File: config.mk
export PLATFORM = sky130hd
export DESIGN_NAME = keypad_scan_ctrl
export DESIGN_NICKNAME = d
export VERILOG_FILES = /design/src/rtl/keypad_pkg.sv /design/src/rtl/synchronizer.sv /design/src/rtl/keypad_scan_ctrl.sv
export SDC_FILE = /design/constraint.sdc
export NUM_CORES = 1
export LEC_CHECK = 0
export ABC_CLOCK_PERIOD_IN_PS = 5520
export CORE_ASPECT_RATIO = 1.75
export CORE_MARGIN = 8
export CORE_UTILIZATION = 35
export DETAILED_ROUTE_END_ITERATION = 10
export GPL_TIMING_DRIVEN = 0
export PLACE_DENSITY = 0.57
export SYNTH_ARGS = -nofsm -noshare
export SYNTH_HDL_FRONTEND = slang
export SYNTH_SLANG_ARGS = --single-unit
File: constraint.sdc
create_clock -name clk -period 5.52 [get_ports clk]
set_input_delay 0.828 -clock clk [delete_from_list [all_inputs] [get_ports clk]]
set_output_delay 0.828 -clock clk [all_outputs]
set_load 0.01 [all_outputs]
File: src/rtl/keypad_pkg.sv
// Shared types for the 4x4 hex keypad scanner: FSM states, key code map and a
// priority helper.
package keypad_pkg;

    typedef enum logic [1:0] {
        SCAN,
        DEBOUNCE,
        HELD,
        RELEASE
    } state_t;

    // Indexed [row][col]; matches the silkscreen of the hex keypad.
    localparam logic [3:0] KEYMAP [4][4] = '{
        '{4'h1, 4'h2, 4'h3, 4'hA},
        '{4'h4, 4'h5, 4'h6, 4'hB},
        '{4'h7, 4'h8, 4'h9, 4'hC},
        '{4'hE, 4'h0, 4'hF, 4'hD}
    };

    // Index of the lowest set bit; 0 when nothing is set.
    function automatic logic [1:0] col_index(input logic [3:0] v);
        logic [1:0] idx;
        idx = 2'd0;
        for (int i = 3; i >= 0; i--) begin
            if (v[i]) idx = 2'(i);
        end
        return idx;
    endfunction

endpackage

File: src/rtl/synchronizer.sv
// Two-flop synchronizer for asynchronous level inputs; 2-cycle latency.
// No flow control: samples every clock.
module synchronizer #(
    parameter int WIDTH = 4
) (
    input  logic             clk,
    input  logic             reset,
    input  logic [WIDTH-1:0] d,
    output logic [WIDTH-1:0] q
);

    logic [WIDTH-1:0] meta;

    always_ff @(posedge clk or negedge reset) begin
        if (!reset) begin
            meta <= '0;
            q    <= '0;
        end else begin
            meta <= d;
            q    <= meta;
        end
    end

endmodule

File: src/rtl/keypad_scan_ctrl.sv
// 4x4 keypad row scanner with press/release debounce and single-key lock-out.
// Press accepted DEBOUNCE_CYCLES after capture; no backpressure, key_valid is a strobe.
module keypad_scan_ctrl
    import keypad_pkg::*;
#(
    parameter int SCAN_DIV        = 20000,
    parameter int DEBOUNCE_CYCLES = 200000
) (
    input  logic       clk,
    input  logic       reset,
    input  logic [3:0] cols,
    output logic [3:0] rows,
    output logic [3:0] key,
    output logic       key_valid,
    output logic       press,
    output logic [3:0] digit0,
    output logic [3:0] digit1
);

    localparam int DIV_W = $clog2(SCAN_DIV);
    localparam int DEB_W = $clog2(DEBOUNCE_CYCLES);
    localparam logic [DIV_W-1:0] DWELL_LAST = DIV_W'(SCAN_DIV - 1);
    localparam logic [DEB_W-1:0] DEB_LAST   = DEB_W'(DEBOUNCE_CYCLES - 1);

    logic [3:0]       cols_s;
    state_t           state;
    state_t           state_nxt;
    logic [DIV_W-1:0] dwell;
    logic [DEB_W-1:0] cnt;
    logic [1:0]       cap_row;
    logic [1:0]       cap_col;
    logic             cap_bit;
    logic             dwell_end;
    logic             cnt_end;
    logic             do_capture;
    logic             do_rotate;
    logic             do_accept;

    synchronizer #(.WIDTH(4)) u_cols_sync (
        .clk   (clk),
        .reset (reset),
        .d     (cols),
        .q     (cols_s)
    );

    always_ff @(posedge clk or negedge reset) begin
        if (!reset) state <= SCAN;
        else        state <= state_nxt;
    end

    always_comb begin
        state_nxt  = state;
        do_capture = 1'b0;
        do_rotate  = 1'b0;
        do_accept  = 1'b0;
        cap_bit    = cols_s[cap_col];
        dwell_end  = (dwell == DWELL_LAST);
        cnt_end    = (cnt == DEB_LAST);
        case (state)
            SCAN: begin
                if (dwell_end) begin
                    if (|cols_s) begin
                        do_capture = 1'b1;
                        state_nxt  = DEBOUNCE;
                    end else begin
                        do_rotate = 1'b1;
                    end
                end
            end
            DEBOUNCE: begin
                if (!cap_bit) begin
                    state_nxt = SCAN;
                    do_rotate = 1'b1;
                end else if (cnt_end) begin
                    state_nxt = HELD;
                    do_accept = 1'b1;
                end
            end
            HELD: begin
                if (!cap_bit) state_nxt = RELEASE;
            end
            RELEASE: begin
                if (cap_bit) begin
                    state_nxt = HELD;
                end else if (cnt_end) begin
                    state_nxt = SCAN;
                    do_rotate = 1'b1;
                end
            end
            default: state_nxt = SCAN;
        endcase
    end

    // Both counters saturate; every state change restarts the debounce count.
    always_ff @(posedge clk or negedge reset) begin
        if (!reset) begin
            dwell     <= '0;
            cnt       <= '0;
            rows      <= 4'b0001;
            cap_row   <= 2'd0;
            cap_col   <= 2'd0;
            key       <= 4'h0;
            key_valid <= 1'b0;
            press     <= 1'b0;
            digit0    <= 4'h0;
            digit1    <= 4'h0;
        end else begin
            if (do_rotate)                     dwell <= '0;
            else if (state == SCAN && !dwell_end) dwell <= dwell + 1'b1;

            if (state_nxt != state) cnt <= '0;
            else if (!cnt_end)      cnt <= cnt + 1'b1;

            if (do_rotate) rows <= {rows[2:0], rows[3]};

            if (do_capture) begin
                cap_row <= col_index(rows);
                cap_col <= col_index(cols_s);
            end

            key_valid <= do_accept;
            if (do_accept) begin
                key    <= KEYMAP[cap_row][cap_col];
                digit1 <= digit0;
                digit0 <= KEYMAP[cap_row][cap_col];
            end

            press <= (state_nxt == HELD) || (state_nxt == RELEASE);
        end
    end

endmodule

==> Word-level counts from Yosys, hierarchy flattened <==
Cells that the tools add are included.
{ "classes": {"div_mod_pow": 0, "shift": 0, "reduce_logical": 6, "eq_ne": 9, "bitwise": 2, "muxes": 39, "mul": 0, "order_cmp": 3, "add_sub_neg": 2} }
{ "op_table": {"columns": ["cell", "count"], "rows": [
  ["18-bit 2-to-1 mux", 2],
  ["16-bit binary-select mux with 2-bit select", 1],
  ["16-bit 2-to-1 mux", 2],
  ["15-bit 2-to-1 mux", 2],
  ["2-bit 2-to-1 mux", 15],
  ["18-bit by 1-bit adder with 18-bit output, second input constant", 1],
  ["18-bit == test, second input constant", 1],
  ["15-bit by 1-bit adder with 15-bit output, second input constant", 1],
  ["15-bit == test, second input constant", 1],
  ["1-bit 2-to-1 mux", 11],
  ["4-bit binary-select mux with 2-bit select", 1],
  ["2-bit == test, second input constant", 4],
  ["4-bit 2-to-1 mux", 2],
  ["2-bit case mux with 4 select lines", 1],
  ["3-bit >= comparator, second input constant", 2],
  ["2-bit NOT with 3-bit output", 2],
  ["4-bit OR reduction", 1],
  ["2-bit by 3-bit less-than comparator with 1-bit output, second input constant", 1],
  ["1-bit case mux with 3 select lines", 1],
  ["1-bit binary-select mux with 2-bit select", 1],
  ["2-bit by 1-bit == test with 1-bit output, second input constant", 1],
  ["2-bit logical NOT", 1],
  ["2-bit by 1-bit inequality test with 1-bit output, second input constant", 1],
  ["2-bit inequality test", 1],
  ["other kinds (4)", 4]
]} }
{ "word_totals": {"mem_bits_ro": 0, "mem_count": 0, "latchBits": 0, "wordCells": 73, "mem_bits_rw": 0, "ff_bits": 61, "inputBits": 6} }

==> Logic depth before layout (Yosys ltp) <==
Gate-level depths: netlist of the first run.
{ "depth": {"ltp_word": 7, "mapped_depth": 8, "ltp_nobuf": 6} }

==> Hierarchy <==
Synthesis of the first run repeated with hierarchy kept, for this count alone.
{ "hier_totals": {"hier_cells": 293, "hier_area_um2": 2979.1} }
{ "by_module_without_submodules": {"columns": ["mod", "area_per_inst_um2", "n_inst", "cells_per_inst"], "rows": [
  ["keypad_scan_ctrl", 2778.9, 1, 285],
  ["synchronizer", 200.2, 1, 8]
]} }

==> Worst setup path after synthesis of the first run <==
No wires, ideal clock.
{ "synth_timing": {"path_kind": "register to register", "startpoint": "register cnt[7]", "endpoint": "register digit0[0]", "setup_time_ps": 125, "t_arrival_ps": 2298, "slack_ps": 3097, "synth_period_minus_slack_ps": 2423, "stages_incl_launch_ff": 7, "cell_sequence": "dfrtp_1 or4b_4 nor4_4 nand3_2 or3b_1 buf_6 mux2_4"} }
{ "synth_between": {"elab_chain_len": 4} }
{ "synth_rtl": {"columns": ["element", "line_no", "source"], "rows": [
  ["start: declaration", "keypad_scan_ctrl.sv:29", "logic [DEB_W-1:0] cnt;"],
  ["start signal: assignment", "keypad_scan_ctrl.sv:112", "else if (!cnt_end) cnt <= cnt + 1'b1;"],
  ["18-bit == test", "keypad_scan_ctrl.sv:58", "cnt_end = (cnt == DEB_LAST);"],
  ["1-bit 2-to-1 mux", "keypad_scan_ctrl.sv:74", "end else if (cnt_end) begin"],
  ["1-bit 2-to-1 mux", "keypad_scan_ctrl.sv:71", "if (!cap_bit) begin"],
  ["1-bit 2-to-1 mux", "keypad_scan_ctrl.sv:59", "case (state)"],
  ["end signal: assignment", "keypad_scan_ctrl.sv:125", "digit0 <= KEYMAP[cap_row][cap_col];"],
  ["end: declaration", "keypad_scan_ctrl.sv:16", "output logic [3:0] digit0,"]
]} }
No other way between the ends.
A chain may end at the register's enable or synchronous reset.

==> results.toml, run 1 <==
[critical_path]
critPathRequiredTime_ns = 5.72
setup.worst_path.start_class = "register"
cp_max_fo = 10
worstSetupEndpointType = "register"
arrival_ns = 3.17
path_class = "register to register"

[global_routing]
grt_pass1_wl_um = 10200
antenna_found_initial = 0
grt_remaining_overflow = 0
grt_use_total_pct = 11.4
grt_max_degree = 36
grt_pass1_vias = 2046

[clocking]
clk_pin_slew_ns = 0.05
cts_buffers = 9
cts_sinks = 60
ctsHoldBuffers = 0
cts_buffer_depth = 2
post-cts-setup-buffers = 0
cts_resized = 0
cts.htree.levels = 3
tritoncts = "yes"
clk_latency_ns = 0.33
clockRootBuffer = "clkbuf_16"

[timing]
slew_viol_final = 0
fmax_ghz = 0.337
tightest_slew_ns = 0.776
clock_skew_ns = 0.00555
finalCritPeriodShare_pct = 53.8
fin_hold_ws_ns = 0.347
hold_viol = 0
max_slew_margin_pct = 47.6
period_needed_ns = 2.97
worst_slack_ns = 2.55
finalSetupViolCount = 0
setup_tns_ns = 0
rsz0062_at_grt = "no"

[drt]
drt_first_iter_violations = 77
drcViolationCount = 0
viasPerCell = 5.14
drt_wl_total_um = 5880
wl_per_cell_um = 14.5
ant_nets = 0
num_vias = 2080
firstDrtPassIters = 4

[floorplan]
rows = 44
die_h_um = 137
core_area_um2 = 8200
initial_utilization_pct = 35.8
io_pins = 24
die_w_um = 85.2
die_area_um2 = 11700

[min_path]
hp-class = "register to register"

[yosys]
postSynthCellCount = 273
async_flop_share_pct = 100
synth_area_um2 = 2930
ys.flop_type = "dfrtp_1"
synth-seq-cells = 60
synth_edf_count = 0
ys_types = 56
syn-num-nets = 281
ys_warn_count = 0
seq_area_frac_synth_pct = 51.2
avgSynthCellArea_um2 = 10.7

[layout]
layout-drive-gt1-share_pct = 16.9
final_common_cell = "dfrtp_1"
final_cell_mix = "dfrtp_1, nor2_1, clkdlybuf4s50_1"
num-nets-final = 316
fillers = 762
area_delta_synth_final_pct = 23.1
diodes = 0
final_area_um2 = 3610

[pwr]
power_density_nw_per_um2 = 292
ir_drop_mv = 0.204
power.static_leakage_uw = 0.00157
p_sw_share_pct = 19.0
pwr-share-comb_pct = 1.6
power_uw = 1050
p_clk_share_pct = 56.2
p_seq_share_pct = 42.2
p_sw_uw = 200
p_int_uw = 853

[status]
outcome = "complete, no violations"

[run]
max-cap-violations = 0

[place]
pre_cts_ws_ns = 2.54
io_buffers = 23
postPlaceCellArea_um2 = 3290
gp_congestion = 0.737
post-dp-hpwl_um = 4250
-- cells in the mapped netlist (2+ instances only) --
cell type	n	area share, %
nand3_1	11	1.9
nand2_1	16	2.0
nor4_1	2	0.43
nor3_1	7	1.2
mux2_2	6	2.3
nor3b_1	4	1.0
clkbuf_1	4	0.51
a311oi_1	2	0.60
ha_1	2	0.85
dfrtp_1	59	50
nand4_1	6	1.3
inv_1	6	0.77
a31oi_1	3	0.64
and3_1	2	0.43
buf_2	3	0.51
xor2_1	8	2.4
buf_4	5	1.3
mux2_4	8	4.1
nor2b_1	2	0.43
nand2b_1	4	0.85
o21ai_0	3	0.51
and4_1	2	0.60
a21oi_1	13	2.2
or4b_2	2	0.68
and2_1	4	0.85
nor2_1	41	5.2
xnor2_1	18	5.4
a211oi_1	2	0.51
-- worst max-delay path, stage by stage, from the launching register on --
cell and delay (ns):
dfrtp_1 0.38, buf_4 0.17, nor4bb_1 0.69, nor4b_2 0.62, a221o_1 0.47, nand2b_1 0.19, buf_2 0.24, nor2_1 0.08
-- flip-flops by register name, indices dropped and copies added, names as in the netlist --
register	flops
cnt	18
dwell	15
digit0	4
digit1	4
rows	4
u_cols_sync.meta	4
u_cols_sync.q	4
cap_col	2
cap_row	2
key_valid	1
press	1
state	1
-- layout make-up --
cell class | instances | area [um2] | share of cell area [%]
sequential | 60 | 1500 | 41.6
multi-input combinational | 194 | 1330 | 36.8
timing repair buffer | 24 | 245 | 6.79
clock buffer | 11 | 243 | 6.72
tap | 92 | 115 | 3.19
buffer | 13 | 78.8 | 2.18
clock inverter | 5 | 75.1 | 2.08
inverter | 6 | 22.5 | 0.623
-- per-stage QoR --
stage,util [%],std cells
after detailed placement,40.2,389
after floorplan,-,273
after CTS,44.0,405
after global placement,40.0,388
final,44.0,405
after global routing,44.0,405
-- per-layer routing --
layer  track usage [%]  vias up  wire (um)
met5                 0        -          0
met2              19.5       22       3150
met4              7.78        0        172
li1                  -     1031          -
met1              11.8     1017       2380
met3              3.31       10        173
-- power groups by stage --
stage	combinational, uW	sequential (uW)	clock [uW]
after floorplan	2.84	452	0
after global placement	15.8	452	0
after detailed placement	17.3	452	0
after CTS	17.3	445	610
after global routing	19.0	445	631
final	16.4	445	592
-- final timing paths --
path                       cells past startpoint               end  slack (ns)                start
hold reg to reg                                0  u_cols_sync.q[2]        0.35  u_cols_sync.meta[2]
setup reg to reg                               7            cnt[9]        2.55                press
min in group asynchronous                      1           cnt[16]        0.52                reset
max in group asynchronous                      2           rows[0]        4.32                reset
hold / removal                                 0  u_cols_sync.q[2]        0.35  u_cols_sync.meta[2]
setup / recovery                               7            cnt[9]        2.55                press
-- kinds of logic (layout without fill, tap and decap cells) --
group	after synthesis	after routing	synth area share (%)
xor gates and xnor gates	26	26	7.76
and+or+nand+nor	117	117	21.8
buffers and inverters	19	59	3.45
DFF	60	60	51.2
AOI/OAI and AO/OA	33	33	7.42
adders and majority gates	2	2	0.853
muxes	16	16	7.51
(Power assumes the default switching activity.)
==> inputs of run 2 (changes only) <==
--- a/config.mk
+++ b/config.mk
@@ -5,7 +5,7 @@
 export SDC_FILE = /design/constraint.sdc
 export NUM_CORES = 1
 export LEC_CHECK = 0
-export ABC_CLOCK_PERIOD_IN_PS = 5520
+export ABC_CLOCK_PERIOD_IN_PS = 2900
 export CORE_ASPECT_RATIO = 1.75
 export CORE_MARGIN = 8
 export CORE_UTILIZATION = 35
==> constraint.sdc (replaced) <==
create_clock -name clk -period 2.9 [get_ports clk]
set_input_delay 0.435 -clock clk [delete_from_list [all_inputs] [get_ports clk]]
set_output_delay 0.435 -clock clk [all_outputs]
set_load 0.01 [all_outputs]
==> run 2 against run 1 <==
Net effect:
- non-clock buffer count is the same
- power grew 90%
- die area is the same
- cell count is the same
- worst hold slack lost 0.22 ns
- combinational power grew 90%
- worst setup slack lost 2.3 ns
- largest power group unchanged
- register-to-register slack lost 2.3 ns
- sequential power grew 90%
==> results.toml, run 2 (synthesized netlist as in run 1, its figures left out) <==
[status]
outcome = "complete, no violations"

[timing]
finalSetupViolCount = 0
hold_viol = 0
rsz0062_at_grt = "no"
fmax_ghz = 0.372
tightest_slew_ns = 0.629
clock_skew_ns = 0.00540
slew_viol_final = 0
finalCritPeriodShare_pct = 92.7
setup_tns_ns = 0
fin_hold_ws_ns = 0.127
period_needed_ns = 2.69
max_slew_margin_pct = 58.1

[clocking]
clk_latency_ns = 0.33
cts_buffers = 9
clockRootBuffer = "clkbuf_16"
cts_buffer_depth = 2
cts_sinks = 60
clk_pin_slew_ns = 0.05
ctsHoldBuffers = 0
post-cts-setup-buffers = 0
tritoncts = "yes"
cts.htree.levels = 3

[pwr]
pwr-share-comb_pct = 1.6
power_density_nw_per_um2 = 553
p_clk_share_pct = 56.2
power.static_leakage_uw = 0.00159
p_seq_share_pct = 42.2
power_uw = 2010
p_sw_uw = 382
p_int_uw = 1620
ir_drop_mv = 0.388
p_sw_share_pct = 19.0

[layout]
largestRegisters = "cnt (18), dwell (15)"
layout-drive-gt1-share_pct = 17.3
regMostFlops = "cnt"
final_cells = 405
largest_reg_flops = 18
area_delta_synth_final_pct = 23.6
fillers = 763
final_common_cell = "dfrtp_1"
num-nets-final = 316
diodes = 0
final_cell_mix = "dfrtp_1, nor2_1, clkdlybuf4s50_1"

[drt]
drt_first_iter_violations = 77
ant_nets = 0
wl_per_cell_um = 14.5
drt_wl_total_um = 5890
viasPerCell = 5.14
drcViolationCount = 0
num_vias = 2083
firstDrtPassIters = 4

[global_routing]
antenna_found_initial = 0
grt_pass1_vias = 2048
grt_remaining_overflow = 0
grt_pass1_wl_um = 10200
grt_max_degree = 36
grt_use_total_pct = 11.4

[critical_path]
critical_path.top_delay_family = "simple AND/OR/NAND/NOR gates"
crit_slowest_cell = "or4b_2"
reg2reg_slack_ns = 0.21
crit_cells = 6
arrival_ns = 2.89
path_class = "register to register"
path_cells = "or4b_2, nor4b_4, a221o_1, nand2b_1, buf_2, nor2_1"
critPathRequiredTime_ns = 3.10
reg2reg_from = "dwell[7]"
path_buf_inv = 1
setup.worst_path.start_class = "register"
crit_start = "dwell[7]"
r2r_cells = 6
endpoint = "cnt[9]"
worstSetupEndpointType = "register"
r2r-end = "cnt[9]"
cp_slowest_stage_delay_ns = 0.73
cp_max_fo = 10

[min_path]
hp-class = "primary input to async pin"

[floorplan]
io_pins = 24
die_area_um2 = 11700
die_h_um = 137
core_area_um2 = 8200
die_w_um = 85.2
rows = 44
initial_utilization_pct = 35.8

[place]
io_buffers = 23
gp_congestion = 0.737
post-place-cells = 389
post-dp-hpwl_um = 4250

[run]
max-cap-violations = 0
==> run 2: changes by cell type in the layout (fill, tap and decap cells not counted) <==
cell / delta
nor4bb_1: -1
nor4b_4: +1
nor4bb_2: +1
nor4b_2: -1
==> run 2: worst min-delay path by stage <==
stage | startpoint | to | cells after the start
6_report | reset | cnt[16] | 1
5_1_grt | reset | cap_row[0] | 1
4_1_cts | reset | cnt[15] | 1
3_5_place_dp | u_cols_sync.meta[3] | u_cols_sync.q[3] | 0
3_3_place_gp | u_cols_sync.meta[1] | u_cols_sync.q[1] | 0
2_1_floorplan | reset | cap_col[0] | 0
==> run 2: worst reg2reg max path, delay by kind of cell, from the launching register on <==
kind                   cells  cell delay (ns)
flip-flops                 1             0.41
AND/OR/NAND/NOR            4             1.47
AO/OA/AOI/OAI              1             0.45
buffers and inverters      1             0.24
==> run 2: power groups by stage <==
| stage | Combinational, uW | Sequential (uW) | Clock (uW) |
|---|---|---|---|
| 4_1_cts | 33.0 | 847 | 1160 |
| 2_1_floorplan | 5.40 | 860 | 0 |
| 3_3_place_gp | 30.1 | 861 | 0 |
| 6_report | 31.2 | 847 | 1130 |
| 3_5_place_dp | 33.0 | 861 | 0 |
| 5_1_grt | 36.2 | 847 | 1200 |
==> run 2: metrics by stage <==
stage                     setup WS [ns]  cell area [um2]  util (%)
after floorplan                   0.477             2930         -
after global placement           -0.612             3280      40.0
after detailed placement        -0.0843             3290      40.2
after CTS                        0.0407             3620      44.1
after global routing             0.0382             3630      44.2
final                             0.213             3630      44.2
==> run 2: final cells by class <==
type,instances,area [um2],share of cell area [%]
tap,92,115,3.17
clock inverter,5,75.1,2.07
clock buffer,11,243,6.69
sequential,60,1500,41.4
inverter,6,22.5,0.621
timing repair buffer,24,245,6.76
buffer,13,78.8,2.17
multi-input combinational,194,1350,37.1
==> run 2: timing repair <==
action | CTS | global route
cloned | 0 | 0
resized for setup | 1 | 1
endpoints found under the setup margin | 10 | 23
==> run 2: routing by layer <==
| metal | share of wire [%] | track usage (%) | wire length [um] | vias up |
|---|---|---|---|---|
| li1 | - | - | - | 1031 |
| met1 | 41 | 11.8 | 2390 | 1020 |
| met2 | 54 | 19.6 | 3150 | 22 |
| met3 | 3.0 | 3.31 | 175 | 10 |
| met4 | 2.9 | 7.78 | 172 | 0 |
| met5 | 0 | 0 | 0 | - |
